### config.mk
export PLATFORM = sky130hd
export DESIGN_NAME = pwm_seq
export DESIGN_NICKNAME = d
export VERILOG_FILES = /design/src/rtl/pwm_seq.sv
export SDC_FILE = /design/constraint.sdc
export NUM_CORES = 2
export LEC_CHECK = 0
export CORE_MARGIN = 3
export CORE_UTILIZATION = 45
export DETAILED_ROUTE_END_ITERATION = 8
export GPL_ROUTABILITY_DRIVEN = 1
export GPL_TIMING_DRIVEN = 0
export SLEW_MARGIN = 20
export SYNTH_ARGS = -nofsm -noshare
export SYNTH_HDL_FRONTEND = slang
export SYNTH_SLANG_ARGS = --single-unit
### constraint.sdc
create_clock -name clk -period 48.6 [get_ports clk]
set_input_delay 7.29 -clock clk [delete_from_list [all_inputs] [get_ports clk]]
set_output_delay 7.29 -clock clk [all_outputs]
set_load 0.05 [all_outputs]
### src/rtl/pwm_seq.sv
// pwm_seq: table-driven bus-master sequencer for the 4-channel PWM peripheral.
//
// Plays up to DEPTH (channel, period, high-time, hold) entries in order. For
// each entry it writes the PWM period (A_n) and high-time (B_n) registers and
// then waits the hold time. The sequence starts by enabling the PWM (C <= 0)
// and ends by disabling its outputs (C <= 1), optionally looping forever.
//
// Optional build macro: PWM_SEQ_IRQ_EN adds a sticky irq_o flag, set when a
// sequence ends and cleared by writing 1 to STATUS bit0. STATUS bit31 reads it.
//
// Ports:
//   clk, rst                 clock, asynchronous active-high reset
//   cfg_we_i/addr_i/data_i   config write port; addr[9:8] region, [IW+1:2] index
//   cfg_data_o               combinational config read data
//   start_i, stop_i          start pulse (ignored while busy), abort pulse
//   pwm_we_o/addr_o/data_o   PWM register write port (one strobe per write)
//   busy_o, done_o, idx_o    status: running, end-of-sequence pulse, entry index
//   irq_o                    sticky done interrupt (PWM_SEQ_IRQ_EN only)
module pwm_seq #(
  parameter int          DEPTH    = 8,
  parameter logic [31:0] PWM_BASE = 32'h4000_0000,
  localparam int         IW       = $clog2(DEPTH)
) (
  input  logic          clk,
  input  logic          rst,
  input  logic          cfg_we_i,
  input  logic [31:0]   cfg_addr_i,
  input  logic [31:0]   cfg_data_i,
  output logic [31:0]   cfg_data_o,
  input  logic          start_i,
  input  logic          stop_i,
  output logic          pwm_we_o,
  output logic [31:0]   pwm_addr_o,
  output logic [31:0]   pwm_data_o,
  output logic          busy_o,
  output logic          done_o,
  output logic [IW-1:0] idx_o
`ifdef PWM_SEQ_IRQ_EN
  ,
  output logic          irq_o
`endif
);

  localparam logic [7:0]    C_CODE  = 8'h04;
  localparam logic [7:0]    B_BASE  = 8'h0A;
  localparam logic [IW-1:0] ONE     = 1;
  localparam logic [IW-1:0] MAX_IDX = '1;

  typedef enum logic [2:0] {
    IDLE,
    EN,
    LOAD,
    WR_A,
    WR_B,
    HOLD,
    DIS
  } state_t;

  state_t          state_reg;
  logic [IW-1:0]   idx_reg;
  logic [31:0]     high_lat_reg;
  logic [31:0]     hold_lat_reg;
  logic [31:0]     hold_cnt_reg;

  // Configuration storage
  logic            loop_reg;
  logic [IW:0]     last_reg;
  logic [31:0]     period_tbl [DEPTH];
  logic [31:0]     high_tbl   [DEPTH];
  logic [31:0]     hold_tbl   [DEPTH];

  logic [1:0]      cfg_region;
  logic [IW-1:0]   cfg_idx;
  logic [IW-1:0]   last_eff;
  logic [3:0]      idx_wide;
  logic [1:0]      ch;
  logic [7:0]      a_code;
  logic [7:0]      b_code;
  logic            status_clr;

  assign cfg_region = cfg_addr_i[9:8];
  assign cfg_idx    = cfg_addr_i[IW+1:2];

  // DEPTH is a power of two, so a stored last index >= DEPTH is exactly the
  // case where its top bit is set; clamp it to the final entry.
  assign last_eff = last_reg[IW] ? MAX_IDX : last_reg[IW-1:0];

  // Widen the index so the channel select also works for DEPTH=2.
  assign idx_wide = 4'(idx_reg);
  assign ch       = idx_wide[1:0];
  assign a_code   = {6'b0, ch};
  assign b_code   = B_BASE + {6'b0, ch};

  assign status_clr = cfg_we_i && (cfg_region == 2'd0) && (cfg_idx == ONE)
                      && cfg_data_i[0];

  assign busy_o = (state_reg != IDLE);
  assign idx_o  = idx_reg;

  // Configuration writes are accepted in any state; the sequencer only
  // samples an entry in LOAD, so edits apply the next time it is loaded.
  always_ff @(posedge clk or posedge rst) begin
    if (rst) begin
      loop_reg <= 1'b0;
      last_reg <= '0;
      for (int i = 0; i < DEPTH; i++) begin
        period_tbl[i] <= '0;
        high_tbl[i]   <= '0;
        hold_tbl[i]   <= '0;
      end
    end else if (cfg_we_i) begin
      case (cfg_region)
        2'd0: begin
          if (cfg_idx == '0) begin
            loop_reg <= cfg_data_i[0];
            last_reg <= cfg_data_i[IW+8:8];
          end
        end
        2'd1:    period_tbl[cfg_idx] <= cfg_data_i;
        2'd2:    high_tbl[cfg_idx]   <= cfg_data_i;
        default: hold_tbl[cfg_idx]   <= cfg_data_i;
      endcase
    end
  end

  // Sequencer. Bus outputs are registered and loaded on the transition into
  // the state that owns the write, so each write is visible during that state.
  // Address/data are only reloaded with a strobe and otherwise hold.
  always_ff @(posedge clk or posedge rst) begin
    if (rst) begin
      state_reg    <= IDLE;
      idx_reg      <= '0;
      high_lat_reg <= '0;
      hold_lat_reg <= '0;
      hold_cnt_reg <= '0;
      pwm_we_o     <= 1'b0;
      pwm_addr_o   <= '0;
      pwm_data_o   <= '0;
      done_o       <= 1'b0;
`ifdef PWM_SEQ_IRQ_EN
      irq_o        <= 1'b0;
`endif
    end else begin
      pwm_we_o <= 1'b0;
      done_o   <= 1'b0;
`ifdef PWM_SEQ_IRQ_EN
      if (status_clr) irq_o <= 1'b0;
`endif
      if (stop_i && state_reg != IDLE && state_reg != DIS) begin
        // Abort: whatever write is on the bus this cycle completes, the
        // disable write follows.
        state_reg  <= DIS;
        pwm_we_o   <= 1'b1;
        pwm_addr_o <= {PWM_BASE[31:24], C_CODE, 16'h0000};
        pwm_data_o <= 32'd1;
        done_o     <= 1'b1;
`ifdef PWM_SEQ_IRQ_EN
        irq_o      <= 1'b1;
`endif
      end else begin
        case (state_reg)
          IDLE: begin
            if (start_i && !stop_i) begin
              state_reg  <= EN;
              idx_reg    <= '0;
              pwm_we_o   <= 1'b1;
              pwm_addr_o <= {PWM_BASE[31:24], C_CODE, 16'h0000};
              pwm_data_o <= 32'd0;
            end
          end
          EN: begin
            state_reg <= LOAD;
          end
          LOAD: begin
            // Period goes straight into the write-data register for WR_A.
            state_reg    <= WR_A;
            high_lat_reg <= high_tbl[idx_reg];
            hold_lat_reg <= hold_tbl[idx_reg];
            pwm_we_o     <= 1'b1;
            pwm_addr_o   <= {PWM_BASE[31:24], a_code, 16'h0000};
            pwm_data_o   <= period_tbl[idx_reg];
          end
          WR_A: begin
            state_reg  <= WR_B;
            pwm_we_o   <= 1'b1;
            pwm_addr_o <= {PWM_BASE[31:24], b_code, 16'h0000};
            pwm_data_o <= high_lat_reg;
          end
          WR_B: begin
            state_reg    <= HOLD;
            hold_cnt_reg <= hold_lat_reg;
          end
          HOLD: begin
            // A hold of 0 behaves like 1: always at least one HOLD cycle.
            if (hold_cnt_reg <= 32'd1) begin
              if (idx_reg == last_eff) begin
                if (loop_reg) begin
                  state_reg <= LOAD;
                  idx_reg   <= '0;
                end else begin
                  state_reg  <= DIS;
                  pwm_we_o   <= 1'b1;
                  pwm_addr_o <= {PWM_BASE[31:24], C_CODE, 16'h0000};
                  pwm_data_o <= 32'd1;
                  done_o     <= 1'b1;
`ifdef PWM_SEQ_IRQ_EN
                  irq_o      <= 1'b1;
`endif
                end
              end else begin
                state_reg <= LOAD;
                idx_reg   <= idx_reg + ONE;
              end
            end else begin
              hold_cnt_reg <= hold_cnt_reg - 32'd1;
            end
          end
          DIS: begin
            state_reg <= IDLE;
          end
          default: begin
            state_reg <= IDLE;
          end
        endcase
      end
    end
  end

  // Combinational config read; unmapped locations read 0.
  always_comb begin
    cfg_data_o = '0;
    case (cfg_region)
      2'd0: begin
        if (cfg_idx == '0) begin
          cfg_data_o[0]      = loop_reg;
          cfg_data_o[IW+8:8] = last_reg;
        end else if (cfg_idx == ONE) begin
          cfg_data_o[IW:0] = {busy_o, idx_reg};
`ifdef PWM_SEQ_IRQ_EN
          cfg_data_o[31]   = irq_o;
`endif
        end
      end
      2'd1:    cfg_data_o = period_tbl[cfg_idx];
      2'd2:    cfg_data_o = high_tbl[cfg_idx];
      default: cfg_data_o = hold_tbl[cfg_idx];
    endcase
  end

  // Address bits outside the region/index fields are don't-care.
  logic unused_ok;
  assign unused_ok = &{1'b0, cfg_addr_i[31:10], cfg_addr_i[7:IW+2],
                       cfg_addr_i[1:0], status_clr};

endmodule

---- Word level (Yosys, flattened, before mapping) ----
Cells that the tools add are included.
word-level totals
  flip-flop bits (word level) ............. 941
  input bits .............................. 69
  output and inout port bits .............. 102
  word-level logic and storage cells ...... 152
operators by class
  add/subtract/negate cells ............... 3
  order comparisons ....................... 4
  equal/unequal tests ..................... 18
  multiplexer cells ....................... 65
  bitwise logic cells ..................... 4
  reduce and logical (&&, ||, !) cells .... 23
operators with widths
  operator               number
  $bwmux 256             3
  $mux 32                24
  $bmux 32 s3            6
  $pmux 32 s4            2
  $demux 32 s3           1
  $pmux 32 s2            1
  $pmux 20 s3            1
  $pmux 4 s3             3
  $mux 3                 11
  $le 32x1->1 const B    1
  $sub 32x1->32 const B  1
  $ne 3x3->1 const B     6
  $pmux 3 s6             1
  $reduce_and 2->1       5
  $reduce_and 5->1       2
  $ge 4x4->1 const B     2
  $mux 1                 8
  $mux 4                 2
  $not 3->4              2
  $eq 3x1->1 const B     2
  $eq 3x2->1 const B     2
  $eq 3x3->1 const B     2
  $logic_not 3->1        2
  $ne 2x2->1 const B     3
  other kinds (18)       24

---- Longest topological paths before layout ----
  depth in word-level cells ............... 6
  gate-level depth with buffers ........... 10
  gate-level depth less buffers ........... 9

---- Least setup slack after synthesis ----
OpenSTA, ideal clock, no wires.
  path type ............................... input to output
  from .................................... in cfg_addr_i[2]
  to ...................................... out cfg_data_o[0]
  arrival ................................. 10.030 ns
  data required time ...................... 41.310 ns
  path slack .............................. 31.280 ns
  stages on the path ...................... 8
  buffers on the path ..................... 4
  cells stage by stage .................... clkbuf_1 -> buf_2 -> clkbuf_1 -> buf_2 -> mux2i_1 -> o41ai_1 -> a21oi_1 -> a211oi_1
between the ends
  cells in the longest elaborated chain, start to end .. 5
  elaborated cells on any way between the ends .. 15
  classes of those cells .................. eq/ne: 1; mux: 12; bitwise: 1; reduce/logical: 1
ends and longest elaborated chain
  item                                      line           text
  from (decl)                               27             input logic [31:0] cfg_addr_i,
  $not 3->4 (not written as such)           244, 245, 246
  $bmux 32 s3 (on tied branches)            246, 244, 245
  $mux 32 (on tied branches) (2 in series)  246, 244, 245
  $pmux 4 s3 (*)                            232            case (cfg_region)
  to (decl)                                 29             output logic [31:0] cfg_data_o,
Mark *: on every way between the ends. The rest lies on a longest branch, timed or not. The select of a mux whose other input is x is not followed.

---- Final worst setup path ----
  from .................................... in cfg_addr_i[8]
  to ...................................... out cfg_data_o[31]
between the ends
  cells in the longest elaborated chain, start to end .. 2
  elaborated cells on any way between the ends .. 4
  classes of those cells .................. eq/ne: 2; mux: 1; reduce/logical: 1
ends and longest elaborated chain
  item                                      line
  $eq 2x2->1, or another cell as far along  232
  $pmux 20 s3 (*)                           232
Mark *: on every way between the ends. The rest lies on a longest branch, timed or not.

==> impl_results.html <==
<table>
<tr><th>Metric</th><th>Value</th></tr>
<tr><th colspan="2">Route</th></tr>
<tr><td>Remaining DRCs</td><td>0</td></tr>
<tr><td>Vias after detailed routing</td><td>between 30000 and 40000</td></tr>
<tr><td>Pre-antenna DRT Iters</td><td>5</td></tr>
<tr><td>Mean number of vias per cell</td><td>6.62</td></tr>
<tr><td>Final antenna-violating net count</td><td>0</td></tr>
<tr><td>Final routed wire length divided by cell count</td><td>35.9 microns</td></tr>
<tr><td>Drt initial violations</td><td>3724</td></tr>
<tr><td>Aggregate routed wire length</td><td>roughly 180000 microns</td></tr>
<tr><th colspan="2">Layout</th></tr>
<tr><td>Syn-to-layout area delta</td><td>14.5%</td></tr>
<tr><td>Registers with the highest flip-flop counts</td><td>high_tbl x256, hold_tbl x256, period_tbl x256</td></tr>
<tr><td>Final layout net count</td><td>3527</td></tr>
<tr><td>Final std cell area, no fill</td><td>53900 sq um</td></tr>
<tr><td>Final Core Density</td><td>52.4%</td></tr>
<tr><td>Fraction of layout cells with a size suffix above 1</td><td>a little over two fifths</td></tr>
<tr><th colspan="2">Logic synthesis</th></tr>
<tr><td>Cells after synthesis</td><td>3195</td></tr>
<tr><td>Ys flop type</td><td>sky130_fd_sc_hd__dfrtp_1</td></tr>
<tr><td>Avg Cell Area, Syn</td><td>14.7 sq um</td></tr>
<tr><td>Yosys cell types</td><td>59</td></tr>
<tr><td>Number of enable-type register cells in the synthesized netlist</td><td>0</td></tr>
<tr><td>Number of synthesized register bits</td><td>914</td></tr>
<tr><td>Post-Syn Area</td><td>47000 sq um</td></tr>
<tr><td>Most area-hungry cell type in the Yosys netlist</td><td>sky130_fd_sc_hd__dfrtp_1</td></tr>
<tr><td>Synth top area share</td><td>48.6%</td></tr>
<tr><td>Most frequent cell after synthesis</td><td>sky130_fd_sc_hd__dfrtp_1</td></tr>
<tr><td>Dominant cells by area after synthesis</td><td>sky130_fd_sc_hd__dfrtp_1 (49%), sky130_fd_sc_hd__mux4_2 (20%), sky130_fd_sc_hd__mux2_2 (19%)</td></tr>
<tr><td>Sequential area share after synthesis</td><td>48.6%</td></tr>
<tr><td>Ys Warns</td><td>0</td></tr>
<tr><td>Ranking of synthesized cells by instance count</td><td>sky130_fd_sc_hd__dfrtp_1 (914), sky130_fd_sc_hd__mux2_2 (797), sky130_fd_sc_hd__mux4_2 (408)</td></tr>
<tr><td>Synth async-reset ratio</td><td>100%</td></tr>
<tr><th colspan="2">Global route</th></tr>
<tr><td>GRT Resource Usage Total</td><td>32.5%</td></tr>
<tr><td>Gr ovfl total</td><td>0</td></tr>
<tr><td>Vias in the first global route</td><td>between 30000 and 40000</td></tr>
<tr><td>Pin count of the biggest net entering global routing</td><td>113</td></tr>
<tr><td>Number of antenna violations at the first check in global routing</td><td>4</td></tr>
<tr><td>Global-route wire length before repair</td><td>~250000 microns</td></tr>
<tr><th colspan="2">CTS</th></tr>
<tr><td>Count of clock tree sinks</td><td>914</td></tr>
<tr><td>CTS clock-pin slew for the worst setup and hold paths</td><td>60 ps</td></tr>
<tr><td>Total CTS buffers</td><td>106</td></tr>
<tr><td>Post-cts gate resize count</td><td>0</td></tr>
<tr><td>Clock Path Buffers</td><td>3</td></tr>
<tr><td>Maximum level of the CTS H-tree</td><td>3</td></tr>
<tr><td>CTS hold repair buffers</td><td>0</td></tr>
<tr><td>Post CTS Setup Buffer Count</td><td>0</td></tr>
<tr><td>Clock tree from TritonCTS</td><td>done</td></tr>
<tr><td>Root Buffer Master</td><td>sky130_fd_sc_hd__clkbuf_16</td></tr>
<tr><td>Clock Latency Late Sink</td><td>around 710 ps</td></tr>
<tr><th colspan="2">Timing</th></tr>
<tr><td>Fin Hold WS</td><td>477 ps</td></tr>
<tr><td>Highest clock frequency the design can meet</td><td>0.0522 GHz</td></tr>
<tr><td>Normalized max-slew margin</td><td>13.2%</td></tr>
<tr><td>Setup skew after layout</td><td>25.7 ps</td></tr>
<tr><td>Pins Over Slew Limit</td><td>0</td></tr>
<tr><td>Portion of the clock cycle consumed by the worst path in the final layout</td><td>39.5%</td></tr>
<tr><td>Worst-margin pin slew</td><td>~1300 ps</td></tr>
<tr><td>Endpoints failing hold</td><td>0</td></tr>
<tr><td>Aggregate negative setup slack</td><td>0 ps</td></tr>
<tr><td>Setup violation total in the final timing report</td><td>0</td></tr>
<tr><td>Min Tclk post-route</td><td>19170 ps</td></tr>
<tr><td>RSZ-0062 raised after global routing</td><td>false</td></tr>
<tr><th colspan="2">Setup path</th></tr>
<tr><td>Worst R2R Start</td><td>idx_o[1]</td></tr>
<tr><td>Critical path class</td><td>in2out</td></tr>
<tr><td>Cell count of the worst reg-to-reg path</td><td>7</td></tr>
<tr><td>Req. time, crit path</td><td>slightly above 40000 ps</td></tr>
<tr><td>Data arrival time of the worst path</td><td>11880 ps</td></tr>
<tr><td>Critical Path Start Type</td><td>primary input</td></tr>
<tr><td>Crit end category</td><td>primary output</td></tr>
<tr><td>Critical R2R Capture</td><td>hold_lat_reg[12]</td></tr>
<tr><td>Register-to-register setup slack</td><td>43310 ps</td></tr>
<tr><td>Max Fanout on Critical Path</td><td>10</td></tr>
<tr><th colspan="2">Flow run</th></tr>
<tr><td>Number of max-cap violations</td><td>0</td></tr>
<tr><th colspan="2">Min path</th></tr>
<tr><td>Worst hold path type</td><td>reg2reg</td></tr>
<tr><td>Start point of the worst min-delay path</td><td>pwm_addr_o[30]</td></tr>
<tr><td>Depth of the worst hold-timing path</td><td>1</td></tr>
<tr><td>End of the worst hold path</td><td>pwm_addr_o[30]</td></tr>
<tr><th colspan="2">Floorplan</th></tr>
<tr><td>Core region area</td><td>103000 sq um</td></tr>
<tr><td>Die area</td><td>~110000 sq um</td></tr>
<tr><td>Number of placed I/O pins</td><td>171</td></tr>
<tr><td>Die width</td><td>329 microns</td></tr>
<tr><td>Number of placement rows</td><td>117</td></tr>
<tr><td>Vert. Die Dim</td><td>329 microns</td></tr>
<tr><td>Starting density of the core</td><td>45.8%</td></tr>
<tr><th colspan="2">Pwr</th></tr>
<tr><td>Leakage component of the power</td><td>approximately 0.023 uW</td></tr>
<tr><td>Total power divided by cell area</td><td>47.1 nW/um^2</td></tr>
<tr><td>Power Total</td><td>about 2500 uW</td></tr>
<tr><td>Maximum ir drop on the vdd rail</td><td>~30 uV</td></tr>
<tr><th colspan="2">Place</th></tr>
<tr><td>Placed wire-length estimate</td><td>around 120000 microns</td></tr>
<tr><td>Port Buffers</td><td>113</td></tr>
<tr><td>Cell area after placement</td><td>50400 sq um</td></tr>
<tr><td>Final weighted congestion of routability-driven global placement</td><td>0.932</td></tr>
<tr><th colspan="2">Status</th></tr>
<tr><td>Run status</td><td>finished, final reports clean</td></tr>
</table>
-- where the power goes --
group | internal, uW | total (uW) | switching, uW | leakage [uW]
clock network | 466 | 802 | 336 | 0.00173
logic | 309 | 659 | 349 | 0.00916
registers | 940 | 1070 | 135 | 0.0116
-- cells by family after synthesis --
family          after synthesis  synth area share [%]
other cells                   1               0.00797
buf+inv                     344                  3.15
mux                        1320                  41.1
flops                       914                  48.6
xor+xnor                      3                0.0559
compound gates              307                  3.93
fa+ha+maj                     3                0.0798
simple gates                303                  3.06
-- critical path: stages --
cell and delay, ps:
sky130_fd_sc_hd__clkdlybuf4s50_1 540, sky130_fd_sc_hd__clkbuf_1 640, sky130_fd_sc_hd__buf_2 640, sky130_fd_sc_hd__clkbuf_1 910, sky130_fd_sc_hd__a22oi_1 340, sky130_fd_sc_hd__a21oi_1 580, sky130_fd_sc_hd__clkdlybuf4s50_1 910
-- metal layers --
metal | part of all wire (%) | up-vias | GRT usage, %
met5 | 0.085 | - | 0.799
met4 | 5.2 | 6 | 14.4
met3 | 10 | 457 | 9.47
met2 | 46 | 1851 | 49.8
met1 | 39 | 17528 | 43.2
li1 | - | 12681 | -
-- placed cells by master, fill, tap and decap left out, drive strengths merged, types with 14 or more instances in the layout --
master and instances:
nor2 118, mux4 408, a22oi 14, clkdlybuf4s50 113, nor3 21, nand2 83, clkbuf 342, a22o 38
mux2i 115, o21ai 96, conb 27, dfrtp 914, clkinv 25, a21oi 111, buf 165, mux2 797
-- stage by stage --
| stage | std cells | setup slack [ps] |
|---|---|---|
| 2_1_floorplan | 3221 | 15610 |
| 3_3_place_gp | 4702 | 6570 |
| 3_5_place_dp | 4715 | 29550 |
| 4_1_cts | 4909 | 29530 |
| 5_1_grt | 4910 | 29440 |
| 6_report | 4911 | 29430 |
-- worst max path at each step --
stage | startpoint | endpoint | slack [ps] | cells past startpoint
2_1_floorplan | rst | done_o | 15610 | 1
3_3_place_gp | rst | period_tbl[144] | 6570 | 2
3_5_place_dp | cfg_addr_i[8] | cfg_data_o[30] | 29550 | 6
4_1_cts | cfg_addr_i[8] | cfg_data_o[30] | 29530 | 6
5_1_grt | cfg_addr_i[2] | cfg_data_o[30] | 29440 | 8
6_report | cfg_addr_i[8] | cfg_data_o[31] | 29430 | 7
-- layout make-up --
type	count	area, sq um
Multi-Input combinational cell	1963	22800
Inverter	10	45.0
Antenna cell	2	5.00
Tap cell	1368	1710
Clock inverter	34	365
Fill cell	8589	48900
Sequential cell	914	22900
Clock buffer	160	3130
Timing Repair Buffer	126	1430
Buffer	334	1530
(Power assumes the default switching activity.)
